**src/rtl/ovr_chan_ctrl_pkg.sv**
```systemverilog
// Shared types for the override controller: opcodes, channel FSM states, width helper.
package ovr_pkg;

  localparam int OP_W = 2;

  typedef enum logic [OP_W-1:0] {
    OP_NOP          = 2'd0,
    OP_ASSIGN       = 2'd1,
    OP_DEASSIGN     = 2'd2,
    OP_DEASSIGN_ALL = 2'd3
  } ovr_op_e;

  typedef enum logic [1:0] {
    ST_PASS  = 2'd0,
    ST_HELD  = 2'd1,
    ST_TIMED = 2'd2
  } ovr_state_e;

  // Channel-select width, never narrower than one bit.
  function automatic int ch_width(input int n);
    return (n > 1) ? $clog2(n) : 1;
  endfunction

endpackage

```
**src/rtl/ovr_chan_ctrl_if.sv**
```systemverilog
// Command port of the override controller (valid/ready handshake plus payload).
interface ovr_chan_ctrl_if #(
  parameter int NUM_CH = 4,
  parameter int WIDTH  = 8,
  parameter int CNT_W  = 16
);
  localparam int CH_W = ovr_pkg::ch_width(NUM_CH);

  logic                      cmd_valid_i;
  logic                      cmd_ready_o;
  logic [ovr_pkg::OP_W-1:0]  cmd_op_i;
  logic [CH_W-1:0]           cmd_ch_i;
  logic [WIDTH-1:0]          cmd_val_i;
  logic [CNT_W-1:0]          cmd_hold_i;

  modport master (
    output cmd_valid_i, cmd_op_i, cmd_ch_i, cmd_val_i, cmd_hold_i,
    input  cmd_ready_o
  );

  modport slave (
    input  cmd_valid_i, cmd_op_i, cmd_ch_i, cmd_val_i, cmd_hold_i,
    output cmd_ready_o
  );
endinterface

```
**src/rtl/ovr_chan_ctrl_channel.sv**
```systemverilog
// One override channel: PASS/HELD/TIMED FSM, value register, registered output and pulses.
// Hold counter and expiry exist only when OVR_TIMER_EN is defined.
module ovr_channel
  import ovr_pkg::*;
#(
  parameter int               WIDTH   = 8,
  parameter int               CNT_W   = 16,
  parameter logic [WIDTH-1:0] RST_VAL = '0
) (
  input  logic             clk,
  input  logic             rst,
  input  logic [WIDTH-1:0] i_func,
  input  logic             i_assign,
  input  logic             i_deassign,
  input  logic [WIDTH-1:0] i_val,
  input  logic [CNT_W-1:0] i_hold,
  output logic [WIDTH-1:0] o_out,
  output logic             o_active,
  output logic             o_chg,
  output logic             o_expire
);

  ovr_state_e       r_state, w_state_next;
  logic [WIDTH-1:0] r_val, w_val_next;
  logic [WIDTH-1:0] r_out, w_out_next;
  logic             r_chg, r_expire, w_expire_next;

`ifdef OVR_TIMER_EN
  logic [CNT_W-1:0] r_cnt, w_cnt_next;
`endif

  always_comb begin
    w_state_next  = r_state;
    w_val_next    = r_val;
    w_expire_next = 1'b0;
`ifdef OVR_TIMER_EN
    w_cnt_next    = r_cnt;
`endif
    // A command always beats an expiry landing on the same edge.
    if (i_deassign) begin
      w_state_next = ST_PASS;
`ifdef OVR_TIMER_EN
      w_cnt_next   = '0;
`endif
    end else if (i_assign) begin
      w_val_next = i_val;
`ifdef OVR_TIMER_EN
      if (i_hold == '0) begin
        w_state_next = ST_HELD;
        w_cnt_next   = '0;
      end else begin
        w_state_next = ST_TIMED;
        w_cnt_next   = i_hold;
      end
`else
      w_state_next = ST_HELD;
`endif
    end
`ifdef OVR_TIMER_EN
    else if (r_state == ST_TIMED) begin
      if (r_cnt == CNT_W'(1)) begin
        w_state_next  = ST_PASS;
        w_cnt_next    = '0;
        w_expire_next = 1'b1;
      end else begin
        w_cnt_next = r_cnt - CNT_W'(1);
      end
    end
`endif
    w_out_next = (w_state_next != ST_PASS) ? w_val_next : i_func;
  end

  always_ff @(posedge clk) begin
    if (rst) begin
      r_state  <= ST_PASS;
      r_val    <= RST_VAL;
      r_out    <= RST_VAL;
      r_chg    <= 1'b0;
      r_expire <= 1'b0;
`ifdef OVR_TIMER_EN
      r_cnt    <= '0;
`endif
    end else begin
      r_state  <= w_state_next;
      r_val    <= w_val_next;
      r_out    <= w_out_next;
      r_chg    <= (w_out_next != r_out);
      r_expire <= w_expire_next;
`ifdef OVR_TIMER_EN
      r_cnt    <= w_cnt_next;
`endif
    end
  end

`ifndef OVR_TIMER_EN
  logic w_hold_unused;
  assign w_hold_unused = ^i_hold;
`endif

  assign o_out    = r_out;
  assign o_active = (r_state != ST_PASS);
  assign o_chg    = r_chg;
  assign o_expire = r_expire;

endmodule

```
**src/rtl/ovr_chan_ctrl.sv**
```systemverilog
// Multi-channel override controller top: command decode, channel select, broadcast release, err_o.
// Timed overrides and expire_o are built only when OVR_TIMER_EN is defined.
module ovr_chan_ctrl
  import ovr_pkg::*;
#(
  parameter int               NUM_CH  = 4,
  parameter int               WIDTH   = 8,
  parameter int               CNT_W   = 16,
  parameter logic [WIDTH-1:0] RST_VAL = '0
) (
  input  logic                    clk,
  input  logic                    rst,
  input  logic [NUM_CH*WIDTH-1:0] func_i,
  ovr_chan_ctrl_if.slave          cmd,
  output logic [NUM_CH*WIDTH-1:0] out_o,
  output logic [NUM_CH-1:0]       ovr_active_o,
  output logic [NUM_CH-1:0]       chg_o,
  output logic [NUM_CH-1:0]       expire_o,
  output logic                    err_o
);

  localparam int CH_W = ch_width(NUM_CH);

  logic              r_ready, r_err;
  logic              w_acc, w_ch_bad, w_targeted;
  ovr_op_e           w_op;
  logic [NUM_CH-1:0] w_assign, w_deassign, w_expire;

  assign w_acc      = cmd.cmd_valid_i && r_ready;
  assign w_op       = ovr_op_e'(cmd.cmd_op_i);
  assign w_ch_bad   = {1'b0, cmd.cmd_ch_i} >= (CH_W+1)'(NUM_CH);
  assign w_targeted = (w_op == OP_ASSIGN) || (w_op == OP_DEASSIGN);

  // ready drops with reset and returns one edge after it is released.
  always_ff @(posedge clk) begin
    if (rst) begin
      r_ready <= 1'b0;
      r_err   <= 1'b0;
    end else begin
      r_ready <= 1'b1;
      r_err   <= w_acc && w_targeted && w_ch_bad;
    end
  end

  assign cmd.cmd_ready_o = r_ready;
  assign err_o           = r_err;

  generate
    for (genvar gi = 0; gi < NUM_CH; gi++) begin : g_ch
      logic w_sel;
      assign w_sel          = (cmd.cmd_ch_i == CH_W'(gi));
      assign w_assign[gi]   = w_acc && (w_op == OP_ASSIGN) && w_sel;
      assign w_deassign[gi] = w_acc && (((w_op == OP_DEASSIGN) && w_sel) ||
                                        (w_op == OP_DEASSIGN_ALL));

      ovr_channel #(
        .WIDTH   (WIDTH),
        .CNT_W   (CNT_W),
        .RST_VAL (RST_VAL)
      ) u_ch (
        .clk        (clk),
        .rst        (rst),
        .i_func     (func_i[gi*WIDTH +: WIDTH]),
        .i_assign   (w_assign[gi]),
        .i_deassign (w_deassign[gi]),
        .i_val      (cmd.cmd_val_i),
        .i_hold     (cmd.cmd_hold_i),
        .o_out      (out_o[gi*WIDTH +: WIDTH]),
        .o_active   (ovr_active_o[gi]),
        .o_chg      (chg_o[gi]),
        .o_expire   (w_expire[gi])
      );
    end
  endgenerate

`ifdef OVR_TIMER_EN
  assign expire_o = w_expire;
`else
  logic w_expire_unused;
  assign w_expire_unused = |w_expire;
  assign expire_o        = '0;
`endif

endmodule

```
**src/flat_wrapper.sv**
```systemverilog
// flat-port wrapper written by rule: the top's interface ports become plain ports
module ovr_chan_ctrl_flat import ovr_pkg::*;
#(
  parameter int               NUM_CH  = 4,
  parameter int               WIDTH   = 8,
  parameter int               CNT_W   = 16,
  parameter logic [WIDTH-1:0] RST_VAL = '0
)
  (clk, rst, func_i, out_o, ovr_active_o, chg_o, expire_o, err_o, cmd_cmd_valid_i, cmd_cmd_op_i, cmd_cmd_ch_i, cmd_cmd_val_i, cmd_cmd_hold_i, cmd_cmd_ready_o);
  ovr_chan_ctrl_if #(.NUM_CH(NUM_CH), .WIDTH(WIDTH), .CNT_W(CNT_W)) cmd_i ();
  input  logic clk;
  input  logic rst;
  input  logic [NUM_CH*WIDTH-1:0] func_i;
  output logic [NUM_CH*WIDTH-1:0] out_o;
  output logic [NUM_CH-1:0] ovr_active_o;
  output logic [NUM_CH-1:0] chg_o;
  output logic [NUM_CH-1:0] expire_o;
  output logic err_o;
  input wire logic [$bits(cmd_i.cmd_valid_i)-1:0] cmd_cmd_valid_i;
  input wire logic [$bits(cmd_i.cmd_op_i)-1:0] cmd_cmd_op_i;
  input wire logic [$bits(cmd_i.cmd_ch_i)-1:0] cmd_cmd_ch_i;
  input wire logic [$bits(cmd_i.cmd_val_i)-1:0] cmd_cmd_val_i;
  input wire logic [$bits(cmd_i.cmd_hold_i)-1:0] cmd_cmd_hold_i;
  output wire logic [$bits(cmd_i.cmd_ready_o)-1:0] cmd_cmd_ready_o;
  assign cmd_i.cmd_valid_i = cmd_cmd_valid_i;
  assign cmd_i.cmd_op_i = cmd_cmd_op_i;
  assign cmd_i.cmd_ch_i = cmd_cmd_ch_i;
  assign cmd_i.cmd_val_i = cmd_cmd_val_i;
  assign cmd_i.cmd_hold_i = cmd_cmd_hold_i;
  assign cmd_cmd_ready_o = cmd_i.cmd_ready_o;
  ovr_chan_ctrl #(.NUM_CH(NUM_CH), .WIDTH(WIDTH), .CNT_W(CNT_W), .RST_VAL(RST_VAL)) u_core (.clk(clk), .rst(rst), .func_i(func_i), .cmd(cmd_i), .out_o(out_o), .ovr_active_o(ovr_active_o), .chg_o(chg_o), .expire_o(expire_o), .err_o(err_o));
endmodule
```
**config.mk**
```make
export PLATFORM = sky130hd
export DESIGN_NAME = ovr_chan_ctrl_flat
export DESIGN_NICKNAME = d
export VERILOG_FILES = /design/src/rtl/ovr_chan_ctrl_pkg.sv /design/src/rtl/ovr_chan_ctrl_if.sv /design/src/rtl/ovr_chan_ctrl_channel.sv /design/src/rtl/ovr_chan_ctrl.sv /design/src/flat_wrapper.sv
export SDC_FILE = /design/constraint.sdc
export NUM_CORES = 1
export LEC_CHECK = 0
export CAP_MARGIN = 20
export CORE_MARGIN = 2
export CORE_UTILIZATION = 45
export DETAILED_ROUTE_END_ITERATION = 8
export PLACE_DENSITY = 0.77
export SYNTH_ARGS = -nofsm -noshare
export SYNTH_HDL_FRONTEND = slang
export SYNTH_SLANG_ARGS = --single-unit
```
**constraint.sdc**
```tcl
create_clock -name clk -period 2.1 [get_ports clk]
set_clock_uncertainty 0.05 [all_clocks]
set_input_delay 0.21 -clock clk [delete_from_list [all_inputs] [get_ports clk]]
set_output_delay 0.21 -clock clk [all_outputs]
set_load 0.005 [all_outputs]
```
==> results.sh, run 1 <==
export IMPL_cts_buffer_depth=2
export IMPL_cts_clk_slew_worst_paths_ns=0.07
export IMPL_reg2reg_depth=9
export IMPL_maxSlewViolCount=0
export IMPL_worstSetupEndpointType="flop"
export IMPL_worstMarginPinSlew_ns=0.731
export IMPL_arrival_ns=2.36
export IMPL_synthArstFlopShare_pct=0
export IMPL_ys_flop_type="dfxtp_1"
export IMPL_maxSlewHeadroom_pct=51.3
export IMPL_fp_row_count=35
export IMPL_io_buffers=87
export IMPL_numCtsBuffers=9
export IMPL_path_depth=9
export IMPL_p_per_area_nw_per_um2=501
export IMPL_post_place_ws_ns=-0.659
export IMPL_num_vias=5204
export IMPL_max_vdd_ir_drop_mv=0.366
export IMPL_dp_hpwl_um=11100
export IMPL_synth_cell_types=62
export IMPL_critPathKind="flop to flop"
export IMPL_ant_nets=0
export IMPL_period_share_pct=105
export IMPL_synth_avg_cell_area_um2=7.73
export IMPL_cts_tree="yes"
export IMPL_setup_tns_ns=-0.175
export IMPL_antennaDiodeCount=0
export IMPL_hold_depth=2
export IMPL_start_util_pct=46.6
export IMPL_grt_pass1_wl_um=24400
export IMPL_dp_cells=864
export IMPL_grt_pass1_vias=5050
export IMPL_setup_ws_ns=-0.105
export IMPL_post_drt_wl_per_cell_um=17.6
export IMPL_dr_pass1_iters=7
export IMPL_synth_area_um2=4300
export IMPL_fmax_ghz=0.454
export IMPL_clkLatencyLatePin_ns=0.36
export IMPL_final_cell_mix="buf_4, clkdlybuf4s50_1, dfxtp_1"
export IMPL_fin_crit_ns=2.20
export IMPL_antenna_found_initial=0
export IMPL_synthMuxAreaShare_pct=1.63
export IMPL_htreeDepth=3
export IMPL_core_area_um2=9240
export IMPL_synth_edf_count=0
export IMPL_area_growth_synth_to_final_pct=54.8
export IMPL_crit_chain="buf_6 > nand4b_1 > buf_6 > o21ai_2 > buf_4 > o22ai_1 > a32o_1 > a311oi_1 > a41oi_2"
export IMPL_seq_area_frac_synth_pct=35.8
export IMPL_critPathMaxFanout=8
export IMPL_crit_path_top_delay_cell="dfxtp_2"
export IMPL_grt_overflow=0
export IMPL_worst_path_buf_inv=3
export IMPL_cts_hold_buf=0
export IMPL_start_kind="flop"
export IMPL_dieArea_um2=10400
export IMPL_ctsRootBufferMaster="clkbuf_8"
export IMPL_nets=822
export IMPL_pin_count=109
export IMPL_cp_slowest_stage_delay_ns=0.36
export IMPL_maxCapViolCount=0
export IMPL_path_common_cell="buf_6"
export IMPL_grt_total_usage_pct=30.0
export IMPL_netlist_instances=557
export IMPL_final_hold_viol_count=0
export IMPL_synthSimpleGateAreaFrac_pct=17.4
export IMPL_synth_compound_area_share_pct=35.0
export IMPL_setup_viol_count_final=3
export IMPL_min_path_type="input port to flop"
export IMPL_drt_iter0_drc=239
export IMPL_grt_max_degree=64
export IMPL_yosysWarnings=0
export IMPL_outcome="finished, violations left"
export IMPL_failed_checks="setup timing"
export IMPL_drt_vias_per_instance=5.83
export IMPL_p_leak_nw=2.73
export IMPL_die_h_um=102
export IMPL_synth_xor_area_share_pct=1.02
export IMPL_ys_seq_elements=77
export IMPL_drive_gt1_share_pct=27.8
export IMPL_synthAdderAreaFrac_pct=0
export IMPL_drc=0
export IMPL_gp_congestion=0.974
export IMPL_wl_um=15700
export IMPL_fin_cells=892
export IMPL_crit_family="compound AO/OA/AOI/OAI gates"
export IMPL_final_common_cell="buf_4"
export IMPL_total_power_w=0.00334
export IMPL_die_x_um=102
export IMPL_rsz0062_at_grt="true"
export IMPL_crit_required_ns=2.26
export IMPL_clock_sinks=77
export IMPL_synth_top_family_by_area="compound AO/OA/AOI/OAI gates"
## layout make-up
class                      count  area, um^2
multi-input combinational    405        2620
fill                         728        2580
timing repair buffer         233        2030
sequential                    77        1540
tap                          129         161
clock buffer                  10         128
inverter                      33         124
clock inverter                 5        52.6
## stage by stage
step	hold WS, ns	cell area, um^2	util [%]
final	0.288	6660	72.1
after global routing	0.290	6660	72.1
after CTS	0.271	6430	69.6
after detailed placement	0.388	6120	66.3
after global placement	0.375	6120	66.3
after floorplan	0.299	4320	-
## routing by layer
layer  track usage (%)  wire length [um]  vias to the layer above
li1                  -                 -                     2448
met1              37.9              6680                     2479
met2              50.6              7560                      240
met3              5.80              1080                       37
met4              11.0               410                        0
met5                 0                 0                        -
## registers in the layout, indices dropped and copies added (netlist names)
signal                    flops
u_core.cmd.cmd_ready_o        1
u_core.g_ch.u_ch.o_chg        4
u_core.g_ch.u_ch.o_out       32
u_core.g_ch.u_ch.r_state      8
u_core.g_ch.u_ch.r_val       32
## synthesized netlist by cell type, drive strengths merged, types with 7 or more instances
master,number,area [um^2]
a211oi,7,52.6
a21oi,58,294
a22o,8,70.1
a22oi,15,113
and3,10,62.6
buf,25,183
clkbuf,22,83.8
dfxtp,77,1540
inv,33,124
mux2i,7,70.1
nand2,52,198
nor2,56,210
nor3,18,90.1
o21ai,36,191
o22ai,29,181
or3,9,56.3
## timing repair
action | in CTS | in global routing
hold endpoints to repair | 0 | 0
gates resized for setup | 27 | 41
setup endpoints to repair | 10 | 7
pin swaps | 9 | 16
buffers inserted | 6 | 6
gates cloned | 1 | 0
## worst paths after layout
check	startpoint	slack, ns	to
worst max register to register	u_core.cmd.cmd_ready_o$_DFF_P_	-0.10	u_core.g_ch[0].u_ch.o_chg$_SDFF_PP0_
worst min register to register	u_core.g_ch[1].u_ch.r_state[1]$_SDFF_PP0_	0.40	u_core.g_ch[1].u_ch.r_state[1]$_SDFF_PP0_
worst max-delay path	u_core.cmd.cmd_ready_o$_DFF_P_	-0.10	u_core.g_ch[0].u_ch.o_chg$_SDFF_PP0_
worst min-delay path	rst	0.29	u_core.cmd.cmd_ready_o$_DFF_P_
## power breakdown
group	switching [W]	total (W)	internal, W
Sequential	0.0000468	0.00155	0.00151
Clock	0.000578	0.00112	0.000537
Combinational	0.000308	0.000667	0.000359
## cell families (layout without fill, tap and decap cells)
family / count (synthesis) / after routing
buf+inv: 80 / 281
mux: 7 / 7
simple gates: 166 / 167
compound gates: 221 / 221
other cells: 1 / 5
xor+xnor: 5 / 5
flops: 77 / 77
Power figures use the tool's default switching activity.
==> run 2, diff against run 1 <==
--- a/config.mk
+++ b/config.mk
@@ -9,7 +9,8 @@
 export CORE_MARGIN = 2
 export CORE_UTILIZATION = 45
 export DETAILED_ROUTE_END_ITERATION = 8
-export PLACE_DENSITY = 0.77
+export PLACE_DENSITY = 0.82
+export SETUP_SLACK_MARGIN = 0.1
 export SYNTH_ARGS = -nofsm -noshare
 export SYNTH_HDL_FRONTEND = slang
 export SYNTH_SLANG_ARGS = --single-unit
==> results.sh, run 2 (synthesis results as in run 1) <==
export IMPL_outcome="finished, violations left"
export IMPL_failed_checks="setup timing"
export IMPL_cp_slowest_stage_delay_ns=0.39
export IMPL_htreeDepth=3
export IMPL_place_area_um2=6060
export IMPL_hold_slack_ns=0.272
export IMPL_crit_chain="buf_6 > nand4b_1 > buf_4 > o21ai_2 > a32o_1 > a2111o_1 > a2111oi_4 > a41oi_2"
export IMPL_drc=0
export IMPL_clock_sinks=77
export IMPL_p_leak_nw=2.69
export IMPL_drt_iter0_drc=324
export IMPL_fin_cells=887
export IMPL_cts_tree="yes"
export IMPL_grt_overflow=0
export IMPL_rsz0062_at_grt="true"
export IMPL_max_vdd_ir_drop_mv=0.350
export IMPL_grt_max_degree=40
export IMPL_clkLatencyLatePin_ns=0.37
export IMPL_crit_path_top_delay_cell="a2111o_1"
export IMPL_die_h_um=102
export IMPL_dr_pass1_iters=6
export IMPL_drt_vias_per_instance=5.98
export IMPL_fin_crit_ns=2.18
export IMPL_start_util_pct=46.6
export IMPL_fp_row_count=35
export IMPL_final_cell_mix="buf_4, clkdlybuf4s50_1, dfxtp_1"
export IMPL_dieArea_um2=10400
export IMPL_nets=816
export IMPL_core_area_um2=9240
export IMPL_antenna_found_initial=0
export IMPL_critPathKind="flop to flop"
export IMPL_antennaDiodeCount=0
export IMPL_ctsRootBufferMaster="clkbuf_8"
export IMPL_pin_count=109
export IMPL_setup_viol_count_final=3
export IMPL_maxSlewHeadroom_pct=62.1
export IMPL_stdcell_area_um2=6580
export IMPL_critPathMaxFanout=5
export IMPL_arrival_ns=2.36
export IMPL_cts_clk_slew_worst_paths_ns=0.09
export IMPL_period_share_pct=104
export IMPL_maxSlewViolCount=0
export IMPL_grt_pass1_wl_um=25000
export IMPL_cts_buffer_depth=2
export IMPL_drive_gt1_share_pct=26.5
export IMPL_num_vias=5307
export IMPL_io_buffers=87
export IMPL_area_growth_synth_to_final_pct=52.8
export IMPL_grt_pass1_vias=5191
export IMPL_dp_hpwl_um=11100
export IMPL_start_kind="flop"
export IMPL_cts_hold_buf=0
export IMPL_fmax_ghz=0.458
export IMPL_grt_total_usage_pct=30.3
export IMPL_min_path_type="input port to flop"
export IMPL_gp_congestion=1.01
export IMPL_crit_required_ns=2.27
export IMPL_dp_cells=858
export IMPL_nFillCells=707
export IMPL_final_common_cell="buf_4"
export IMPL_final_hold_viol_count=0
export IMPL_maxCapViolCount=0
export IMPL_wl_um=16000
export IMPL_setup_ws_ns=-0.0835
export IMPL_die_x_um=102
export IMPL_ant_nets=0
export IMPL_post_drt_wl_per_cell_um=18.0
export IMPL_worstSetupEndpointType="flop"
export IMPL_p_per_area_nw_per_um2=501
export IMPL_numCtsBuffers=9
export IMPL_worstMarginPinSlew_ns=0.568
## run 2: cell types whose count changed in the layout (fill, tap and decap cells not counted), sizes merged
cell	change
dlymetal6s2s	-1
dlygate4sd2	+1
inv	+3
clkbuf	-1
clkdlybuf4s15	+1
buf	-7
bufinv	-1
## run 2: layout make-up
class | instances | area (um^2) | share of cell area [%]
Sequential cell | 77 | 1540 | 23.5
Multi-Input combinational cell | 405 | 2600 | 39.5
Clock inverter | 7 | 58.8 | 0.894
Inverter | 33 | 124 | 1.88
Clock buffer | 9 | 124 | 1.88
Timing Repair Buffer | 227 | 1960 | 29.9
Tap cell | 129 | 161 | 2.45
## run 2: report_power, final
part | total, W | switching [W] | internal, W
combinational | 0.000657 | 0.000309 | 0.000348
clock | 0.00108 | 0.000635 | 0.000448
sequential | 0.00156 | 0.0000502 | 0.00151
## run 2: path summary, 6_finish.rpt
path                                                                 from  cells after the start                                   endpoint  slack, ns
worst max register to register             u_core.cmd.cmd_ready_o$_DFF_P_                      8       u_core.g_ch[0].u_ch.o_chg$_SDFF_PP0_      -0.08
worst max-delay path                       u_core.cmd.cmd_ready_o$_DFF_P_                      8       u_core.g_ch[0].u_ch.o_chg$_SDFF_PP0_      -0.08
worst min register to register  u_core.g_ch[1].u_ch.r_state[1]$_SDFF_PP0_                      2  u_core.g_ch[1].u_ch.r_state[1]$_SDFF_PP0_       0.40
worst min-delay path                                                  rst                      3    u_core.g_ch[0].u_ch.r_val[1]$_SDFF_PP0_       0.27
## run 2: layer usage
metal  up-vias  track usage (%)  share of wire, %
met5         -                0                 0
met4         0             13.2               3.2
met3        62             5.11               8.0
met2       283             51.2                48
met1      2523             38.0                41
li1       2439                -                 -
## run 2: metrics by stage
| stage | setup slack [ns] | TNS (ns) | utilization [%] | total power (W) |
|---|---|---|---|---|
| final | -0.0835 | -0.192 | 71.2 | 0.00330 |
| after CTS | -0.0830 | -0.114 | 69.6 | 0.00326 |
| after floorplan | 0.105 | 0 | - | 0.00184 |
| after global routing | -0.143 | -0.467 | 71.2 | 0.00340 |
| after detailed placement | -0.702 | -10.51 | 65.6 | 0.00219 |
| after global placement | -0.616 | -8.19 | 65.6 | 0.00218 |
## run 2: what timing repair did
item / 4_1_cts / 5_1_grt
endpoints found under the setup margin: 11 / 13
gates resized for setup: 35 / 26
cloned: 2 / 1
pin swaps: 7 / 12
buffers inserted: 7 / 4
## run 2: worst max-delay path, delay by kind of cell (launching register included)
| kind | cells | cell delay, ns |
|---|---|---|
| and+or+nand+nor | 1 | 0.15 |
| AOI/OAI and AO/OA | 5 | 1.18 |
| DFF | 1 | 0.34 |
| buffers and inverters | 2 | 0.32 |
